### config.mk
export PLATFORM = sky130hd
export DESIGN_NAME = acc_seq_ctrl_flat
export DESIGN_NICKNAME = d
export VERILOG_FILES = /design/src/rtl/acc_seq_pkg.sv /design/src/rtl/acc_seq_ctrl_if.sv /design/src/rtl/acc_seq_wdog.sv /design/src/rtl/acc_seq_ctrl.sv /design/src/flat_wrapper.sv
export SDC_FILE = /design/constraint.sdc
export NUM_CORES = 1
export LEC_CHECK = 0
export CORE_MARGIN = 2
export CORE_UTILIZATION = 48
export CTS_BUF_LIST = sky130_fd_sc_hd__clkbuf_8
export CTS_CLUSTER_SIZE = 20
export DETAILED_ROUTE_END_ITERATION = 10
export GPL_TIMING_DRIVEN = 0
export PLACE_DENSITY_LB_ADDON = 0.3
export SKIP_CTS_REPAIR_TIMING = 1
export SYNTH_ARGS = -nofsm -noshare
export SYNTH_HDL_FRONTEND = slang
export SYNTH_SLANG_ARGS = --single-unit
### constraint.sdc
create_clock -name clock -period 4.2 [get_ports clock]
set_clock_uncertainty 0.15 [all_clocks]
set_input_delay 1.26 -clock clock [delete_from_list [all_inputs] [get_ports clock]]
set_output_delay 1.26 -clock clock [all_outputs]
set_load 0.005 [all_outputs]
### src/rtl/acc_seq_pkg.sv
// Shared encodings for the accumulator sequencer: opcodes, FSM states, default widths.
// Optional build macro consumed by the top: ACC_SEQ_CTRL_TIMEOUT_EN.
package acc_seq_pkg;

    localparam int unsigned ADDR_W_DEF  = 5;
    localparam int unsigned DATA_W_DEF  = 8;
    localparam int unsigned TIMEOUT_DEF = 15;

    localparam logic [2:0] OP_NOP = 3'b000;
    localparam logic [2:0] OP_LDA = 3'b001;
    localparam logic [2:0] OP_ADD = 3'b010;
    localparam logic [2:0] OP_SUB = 3'b011;
    localparam logic [2:0] OP_AND = 3'b100;
    localparam logic [2:0] OP_STA = 3'b101;
    localparam logic [2:0] OP_JZ  = 3'b110;
    localparam logic [2:0] OP_HLT = 3'b111;

    typedef enum logic [2:0] {
        ST_IDLE   = 3'd0,
        ST_FETCH  = 3'd1,
        ST_DECODE = 3'd2,
        ST_READ   = 3'd3,
        ST_WB     = 3'd4,
        ST_STORE  = 3'd5,
        ST_HALT   = 3'd6
    } state_e;

endpackage

### src/rtl/acc_seq_ctrl_if.sv
// Memory request/ack bus between the sequencer (master) and the shared 32-byte memory (slave).
interface acc_seq_ctrl_if
    import acc_seq_pkg::*;
#(
    parameter int unsigned ADDR_W = ADDR_W_DEF,
    parameter int unsigned DATA_W = DATA_W_DEF
);
    logic [ADDR_W-1:0] mem_addr;
    logic              mem_rd;
    logic              mem_wr;
    logic              mem_ack;
    logic [DATA_W-1:0] mem_rdata;

    modport master (output mem_addr, mem_rd, mem_wr, input mem_ack, mem_rdata);
    modport slave  (input mem_addr, mem_rd, mem_wr, output mem_ack, mem_rdata);
endinterface

### src/rtl/acc_seq_wdog.sv
// Wait-cycle watchdog: counts cycles a request goes unanswered and flags the LIMIT-th one.
module acc_seq_wdog #(
    parameter int unsigned LIMIT = 15
) (
    input  logic clock,
    input  logic reset,
    input  logic clear,
    input  logic enable,
    output logic expire
);
    localparam int unsigned CNT_W = $clog2(LIMIT + 1);

    logic [CNT_W-1:0] cnt_q, cnt_d;

    // Fires combinationally on the LIMIT-th unacked cycle so the FSM can halt on that edge.
    assign expire = enable && (cnt_q == CNT_W'(LIMIT - 1));

    always_comb begin
        cnt_d = cnt_q;
        if (clear)
            cnt_d = '0;
        else if (enable && !expire)
            cnt_d = cnt_q + 1'b1;
    end

    always_ff @(posedge clock) begin
        if (!reset)
            cnt_q <= '0;
        else
            cnt_q <= cnt_d;
    end
endmodule

### src/rtl/acc_seq_ctrl.sv
// Multicycle Moore sequencer for the 8-bit accumulator datapath.
// Define ACC_SEQ_CTRL_TIMEOUT_EN to build the mem_ack watchdog and the sticky err flag.
module acc_seq_ctrl
    import acc_seq_pkg::*;
#(
    parameter int unsigned ADDR_W      = ADDR_W_DEF,
    parameter int unsigned DATA_W      = DATA_W_DEF,
    parameter int unsigned TIMEOUT_CYC = TIMEOUT_DEF
) (
    input  logic               clock,
    input  logic               reset,
    acc_seq_ctrl_if.master     mem,
    output logic [2:0]         alu_op,
    output logic               acc_update,
    input  logic               acc_zero,
    output logic [ADDR_W-1:0]  pc,
    output logic [DATA_W-1:0]  ir,
    output logic               halted,
    output logic               err
);
    state_e            state_q, state_d;
    logic [ADDR_W-1:0] pc_q, pc_d;
    logic [DATA_W-1:0] ir_q, ir_d;
    logic [2:0]        opc;
    logic              waiting, ack, tmo;

    assign opc     = ir_q[DATA_W-1 -: 3];
    assign waiting = (state_q == ST_FETCH) || (state_q == ST_READ) || (state_q == ST_STORE);
    assign ack     = mem.mem_ack && waiting;

    // Strobes are pure state decodes; the datapath captures mem_rdata itself on the READ ack.
    assign mem.mem_rd  = (state_q == ST_FETCH) || (state_q == ST_READ);
    assign mem.mem_wr  = (state_q == ST_STORE);
    assign mem.mem_addr = (state_q == ST_FETCH) ? pc_q :
                          (state_q == ST_READ || state_q == ST_STORE) ? ir_q[ADDR_W-1:0] :
                          '0;
    assign alu_op      = (state_q == ST_WB) ? opc : 3'b000;
    assign acc_update  = (state_q == ST_WB);
    assign halted      = (state_q == ST_HALT);
    assign pc          = pc_q;
    assign ir          = ir_q;

`ifdef ACC_SEQ_CTRL_TIMEOUT_EN
    logic err_q, err_d;

    acc_seq_wdog #(.LIMIT(TIMEOUT_CYC)) u_wdog (
        .clock  (clock),
        .reset  (reset),
        .clear  (!waiting || ack),
        .enable (waiting && !ack),
        .expire (tmo)
    );

    assign err_d = err_q | tmo;
    assign err   = err_q;

    always_ff @(posedge clock) begin
        if (!reset)
            err_q <= 1'b0;
        else
            err_q <= err_d;
    end
`else
    assign tmo = 1'b0;
    assign err = 1'b0;
`endif

    always_comb begin
        state_d = state_q;
        pc_d    = pc_q;
        ir_d    = ir_q;
        case (state_q)
            ST_IDLE:  state_d = ST_FETCH;
            ST_FETCH: if (ack) begin
                ir_d    = mem.mem_rdata;
                pc_d    = pc_q + 1'b1;
                state_d = ST_DECODE;
            end
            ST_DECODE: case (opc)
                OP_NOP: state_d = ST_FETCH;
                OP_HLT: state_d = ST_HALT;
                OP_STA: state_d = ST_STORE;
                OP_JZ: begin
                    if (acc_zero)
                        pc_d = ir_q[ADDR_W-1:0];
                    state_d = ST_FETCH;
                end
                default: state_d = ST_READ;
            endcase
            ST_READ:  if (ack) state_d = ST_WB;
            ST_WB:    state_d = ST_FETCH;
            ST_STORE: if (ack) state_d = ST_FETCH;
            ST_HALT:  state_d = ST_HALT;
            default:  state_d = ST_IDLE;
        endcase
        if (tmo)
            state_d = ST_HALT;
    end

    always_ff @(posedge clock) begin
        if (!reset) begin
            state_q <= ST_IDLE;
            pc_q    <= '0;
            ir_q    <= '0;
        end else begin
            state_q <= state_d;
            pc_q    <= pc_d;
            ir_q    <= ir_d;
        end
    end
endmodule

### src/flat_wrapper.sv
// flat-port wrapper written by rule: the top's interface ports become plain ports
module acc_seq_ctrl_flat import acc_seq_pkg::*;
#(
    parameter int unsigned ADDR_W      = ADDR_W_DEF,
    parameter int unsigned DATA_W      = DATA_W_DEF,
    parameter int unsigned TIMEOUT_CYC = TIMEOUT_DEF
)
  (clock, reset, alu_op, acc_update, acc_zero, pc, ir, halted, err, mem_mem_addr, mem_mem_rd, mem_mem_wr, mem_mem_ack, mem_mem_rdata);
  acc_seq_ctrl_if #(.ADDR_W(ADDR_W), .DATA_W(DATA_W)) mem_i ();
  input  logic clock;
  input  logic reset;
  output logic [2:0] alu_op;
  output logic acc_update;
  input  logic acc_zero;
  output logic [ADDR_W-1:0] pc;
  output logic [DATA_W-1:0] ir;
  output logic halted;
  output logic err;
  output wire logic [$bits(mem_i.mem_addr)-1:0] mem_mem_addr;
  output wire logic [$bits(mem_i.mem_rd)-1:0] mem_mem_rd;
  output wire logic [$bits(mem_i.mem_wr)-1:0] mem_mem_wr;
  input wire logic [$bits(mem_i.mem_ack)-1:0] mem_mem_ack;
  input wire logic [$bits(mem_i.mem_rdata)-1:0] mem_mem_rdata;
  assign mem_mem_addr = mem_i.mem_addr;
  assign mem_mem_rd = mem_i.mem_rd;
  assign mem_mem_wr = mem_i.mem_wr;
  assign mem_i.mem_ack = mem_mem_ack;
  assign mem_i.mem_rdata = mem_mem_rdata;
  acc_seq_ctrl #(.ADDR_W(ADDR_W), .DATA_W(DATA_W), .TIMEOUT_CYC(TIMEOUT_CYC)) u_core (.clock(clock), .reset(reset), .mem(mem_i), .alu_op(alu_op), .acc_update(acc_update), .acc_zero(acc_zero), .pc(pc), .ir(ir), .halted(halted), .err(err));
endmodule
==> out/results.ini, run 1 <==
[synthesis]
synthFlopType=dfxtp_1
synth_common_cells=nand2_1 (24), a21oi_1 (20), dfxtp_1 (16)
synth_top_family_by_area=simple AND/OR/NAND/NOR gates
synth_edf_count=0
yosysMostFrequentCell=nand2_1
synthAdderAreaFrac=0.0127
synth-compound-area-share=0.218
syn_avg_cell_area_um2=7.59
synth_top_area_share=0.324
synthSimpleGateAreaFrac=0.303
async_reset_ff_frac=0
syn_area_um2=987
yosys_warnings=0
syn_nets=143
synth.area.top_cells=dfxtp_1 (32%), a21oi_1 (10%), nand2_1 (9.1%)
synth-seq-cells=16
yosysSeqAreaShare=0.324
synth_xor_area_frac=0.0177
synthDistinctLibCells=38
muxShareOfSynthArea=0.0621
netlist.top_cell.by_area=dfxtp_1
netlist_instances=130

[detailed_routing]
wire_per_inst_um=13.9
initialDrtViolationCount=16
vias=1076
first_pass_iters=4
postRouteWirelength_um=2730
drc=0
via_per_inst=5.49
antenna_left=0

[clocking]
path_clk_slew_ps=60
htreeDepth=1
cts_tree=yes
cts_root_buf=clkbuf_8
cts_buffers=3
clkSinkCount=16
clock_latency_ps=250
cts_buffer_depth=2

[setup_path]
cp-end-kind=primary output
rrSetupSlack_ps=2290
crit_type=register to primary output
crit_chain=nor2b_1 > clkbuf_1 > o21ai_0 > a21oi_1 > clkdlybuf4s50_1
cp_max_fo=10
slowest_stage=clkdlybuf4s50_1
slowest_delay_ps=520
startpoint_type=register
crit_arrival_ps=2010
cp_data_required_time_ps=2790

[grt]
busiest_layer=met2
gr-total-overflow=0
grtUsageMet2=0.410
use_met3=0.0521
grt_pass1_vias=1014
grt_pass1_wl_um=4610
gr-usage-met1=0.291
grt_max_degree=11
grt_usage=0.243
antenna_found_initial=0

[timing]
rsz0062_at_grt=no
period_share=0.814
hold_viol=0
tightest_slew_ps=938
finalWorstSetupSlack_ps=782
max_slew_margin=0.373
maxSlewViolCount=0
fmax_ghz=0.293
setup-violations-final=0
fin_tns_setup_ps=0
min_period_ps=3420

[floorplan]
fp.coreArea_mm2=0.00194
initial_core_util=0.508
io_pins=38
die_y_um=49.4
rows=16
dieArea_mm2=0.00244
chipWidth_um=49.4

[cells_and_area]
fin_cells=196
area_growth_pct=44.1
ff_latch_area_um2=320
num-nets-final=184
fillers=154
drive_above_1_share=0.0710
fin_area_mm2=0.00142
multi_input_area_um2=609
antennaDiodeCount=0

[pwr]
powerDensity_mw_per_mm2=249
leakage_nw=0.530
irDropWorstVdd_mv=0.183

[place]
portBuffers=36
gp_congestion=0.862
placed_area_mm2=0.00138
place_inst=193
dp_slack_ps=1060
hpwl_um=1940

[job]
maxCapViolations=0

[run_status]
outcome=finished clean

[hold_path]
hold_class=register to register

## cell type report
cell class / count / area share
multi-input combinational: 103 / 0.428
timing repair buffer: 36 / 0.253
sequential: 16 / 0.225
buffer: 9 / 0.0352
clock buffer: 3 / 0.0290
tap: 27 / 0.0237
inverter: 2 / 0.00528
## per-stage QoR
stage                      util  hold WS (ps)  total power [mW]
after CTS                 0.733           345             0.352
after detailed placement  0.711           336             0.236
after floorplan               -           325             0.204
after global placement    0.711           329             0.234
after global routing      0.733           377             0.366
final                     0.733           345             0.354
## per-layer routing
layer / part of all wire / routed length [um] / up-vias
li1: - / - / 536
met1: 0.42 / 1150 / 488
met2: 0.50 / 1360 / 43
met3: 0.059 / 161 / 9
met4: 0.021 / 57 / 0
met5: 0 / 0 / -
## path summary, 6_finish.rpt
kind                     start               to  cells past startpoint
max          u_core.state_q[2]  mem_mem_addr[4]                      5
min reg2reg       u_core.ir[4]     u_core.ir[4]                      2
max reg2reg  u_core.state_q[1]     u_core.pc[2]                      4
min               u_core.ir[4]     u_core.ir[4]                      2
## layout by cell type, fill, tap and decap left out, types with 2 or more instances in the layout
cell and count:
mux2i_1 5, a21oi_1 20, nor2b_1 4, nand3b_1 2, nand2_1 24, and3_1 3, clkdlybuf4s50_1 36, nor2_1 11
xor2_1 2, o21ai_0 3, buf_2 4, nor4bb_1 2, nand3_1 2, o32ai_1 2, clkbuf_1 3, dfxtp_1 16
nor3b_1 2, and2_1 3, clkbuf_8 3, nor3_1 2
## flip-flops by register name (all words and copies together) (netlist names)
| signal | flops |
|---|---|
| u_core.pc | 5 |
| u_core.state_q | 3 |
| u_core.ir | 8 |
## kinds of logic (layout without fill, tap and decap cells)
group | after synthesis | in the layout
other | 1 | 1
AND/OR/NAND/NOR | 59 | 59
XOR/XNOR | 2 | 2
buffers and inverters | 11 | 50
adder cells (fa/ha/maj) | 1 | 1
flip-flops | 16 | 16
AO/OA/AOI/OAI | 34 | 34
multiplexers | 6 | 6
## critical path: cells and delay by family (launching register included)
family	cells	cell delay, ps
compound gates	2	320
buf+inv	2	880
flops	1	410
simple gates	1	150
## power breakdown
group / total, mW / leakage [nW] / internal, mW / switching, mW
combinational: 0.0680 / 0.379 / 0.0368 / 0.0313
sequential: 0.166 / 0.130 / 0.158 / 0.00844
clock: 0.120 / 0.0216 / 0.0638 / 0.0559
total: 0.354 / 0.530 / 0.258 / 0.0956
No activity file was read; power rests on OpenSTA's default activity.
==> inputs of run 2 (changes only) <==
CORE_UTILIZATION = 40   (was 48)
clock period = 2.88 ns   (was 4.2 ns; I/O delays follow)
==> run 2 against run 1 <==
Against the previous run: design area rose by 1.9%; non-clock buffer count unchanged; sequential power up 46%; final cell count grew 2.0%; flip-flop and latch count stayed put; via count fell by 4.0%; routed wire length down 4.3%.
==> out/results.ini, run 2 (synthesis results as in run 1) <==
[timing]
fin_tns_setup_ps=0  ; unchanged
finalWorstSetupSlack_ps=137  ; was 782 ps
setup-violations-final=0  ; unchanged
hold_viol=0  ; unchanged
tightest_slew_ps=940  ; was 938 ps
fmax_ghz=0.365
rsz0062_at_grt=no  ; unchanged
maxSlewViolCount=0  ; unchanged
period_share=0.952
min_period_ps=2740
max_slew_margin=0.372  ; was 0.373

[place]
gp_congestion=0.802  ; was 0.862
hpwl_um=1880  ; was 1940 um
dp_slack_ps=180  ; was 1060 ps
placed_area_mm2=0.00139  ; was 0.00138 mm2
portBuffers=36  ; unchanged

[setup_path]
r2r_start=u_core.state_q[0]  ; was u_core.state_q[1]
cp-end-kind=primary output  ; unchanged
crit_arrival_ps=1730  ; was 2010 ps
cp_data_required_time_ps=1870  ; was 2790 ps
worstReg2RegEnd=u_core.pc[0]  ; was u_core.pc[2]
rrSetupSlack_ps=950  ; was 2290 ps
startpoint_type=register  ; unchanged
cp_max_fo=10  ; unchanged
ff2ff_path_depth=4  ; unchanged
crit_type=register to primary output  ; unchanged

[floorplan]
io_pins=38  ; unchanged
initial_core_util=0.410  ; was 0.508
fp.coreArea_mm2=0.00241  ; was 0.00194 mm2
die_y_um=53.7  ; was 49.4 um
rows=18  ; was 16
dieArea_mm2=0.00288  ; was 0.00244 mm2
chipWidth_um=53.7  ; was 49.4 um

[run_status]
outcome=finished clean  ; unchanged

[pwr]
powerDensity_mw_per_mm2=374  ; was 249 mW/mm2
irDropWorstVdd_mv=0.283  ; was 0.183 mV
p_total_mw=0.543  ; was 0.354 mW
leakage_nw=0.546  ; was 0.530 nW

[detailed_routing]
antenna_left=0  ; unchanged
postRouteWirelength_um=2610  ; was 2730 um
wire_per_inst_um=13.0  ; was 13.9 um
initialDrtViolationCount=25  ; was 16
first_pass_iters=4  ; unchanged
via_per_inst=5.17  ; was 5.49
vias=1033  ; was 1076
drc=0  ; unchanged

[hold_path]
hold_class=register to register  ; unchanged
hold_depth=2  ; unchanged
min_to=u_core.ir[4]  ; unchanged
min_from=u_core.ir[4]  ; unchanged

[clocking]
clkSinkCount=16  ; unchanged
path_clk_slew_ps=70  ; was 60 ps
cts_buffers=3  ; unchanged
cts_root_buf=clkbuf_8  ; unchanged
htreeDepth=1  ; unchanged
clock_latency_ps=250  ; about the same
cts_tree=yes  ; unchanged
cts_buffer_depth=2  ; unchanged

[grt]
grt_usage=0.198  ; was 0.243
grt_pass1_wl_um=4160  ; was 4610 um
grt_max_degree=11  ; unchanged
gr-total-overflow=0  ; unchanged
grt_pass1_vias=915  ; was 1014
antenna_found_initial=0  ; unchanged

[job]
maxCapViolations=0  ; unchanged

[cells_and_area]
fin_util=0.602  ; was 0.733
fillers=240  ; was 154
largest_reg_flops=8  ; unchanged
final_cell_mix=clkdlybuf4s50_1 (36), nand2_1 (24), a21oi_1 (20), dfxtp_1 (14), nor2_1 (11)  ; was clkdlybuf4s50_1 (36), nand2_1 (24), a21oi_1 (20), dfxtp_1 (16), nor2_1 (11)
multi_input_area_um2=609  ; unchanged
num-nets-final=184  ; unchanged
antennaDiodeCount=0  ; unchanged
layout_commonest_cell=clkdlybuf4s50_1  ; unchanged
fin_area_mm2=0.00145  ; was 0.00142 mm2
ff_latch_area_um2=323  ; was 320 um2
area_growth_pct=46.9  ; was 44.1%
drive_above_1_share=0.100  ; was 0.0710

[run 2: cell types whose count changed in the layout (fill, tap and decap cells not counted)]
cell      delta
clkbuf_1     -2
dfxtp_1      -2
clkbuf_8     +1
dfxtp_2      +2
buf_4        +2
buf_2        -1
clkbuf_2     +1
[run 2: layout make-up]
class,instances,area share
inverters,2,0.00518
repair buffers,36,0.248
plain buffers,9,0.0397
multi-input cells,103,0.420
flip-flops and latches,16,0.223
clock buffers,4,0.0380
well taps,30,0.0259
[run 2: worst max-delay path, stage by stage (launching register included)]
cell	delay, ps
dfxtp_2	390
buf_4	210
mux2i_1	210
nor2_1	60
a21oi_1	110
nor2_1	60
clkdlybuf4s50_1	450
[run 2: worst max path at each step]
stage                      startpoint         endpoint  slack, ps
CTS                 u_core.state_q[2]  mem_mem_addr[4]        -90
global route        u_core.state_q[2]  mem_mem_addr[4]         10
global placement    u_core.state_q[2]  mem_mem_addr[4]        200
finish              u_core.state_q[1]  mem_mem_addr[0]        140
detailed placement        mem_mem_ack     u_core.pc[4]        180
floorplan           u_core.state_q[2]  mem_mem_addr[4]        840
[run 2: power by group]
group / switching (mW) / internal (mW) / leakage (nW) / total, mW
combinational: 0.0448 / 0.0542 / 0.386 / 0.0990
clock: 0.0798 / 0.121 / 0.0288 / 0.201
sequential: 0.0124 / 0.230 / 0.131 / 0.243
total: 0.137 / 0.406 / 0.546 / 0.543
[run 2: stage by stage]
stage | hold WS [ps] | cells
floorplan | 325 | 130
global placement | 325 | 196
detailed placement | 351 | 196
CTS | 360 | 200
global route | 384 | 200
finish | 356 | 200
[run 2: routing by layer]
metal	vias up	global-route usage	routed length, um
li1	535	-	-
met1	474	0.282	1220
met2	22	0.309	1270
met3	2	0.0333	105
met4	0	0.0513	10
met5	-	0	0
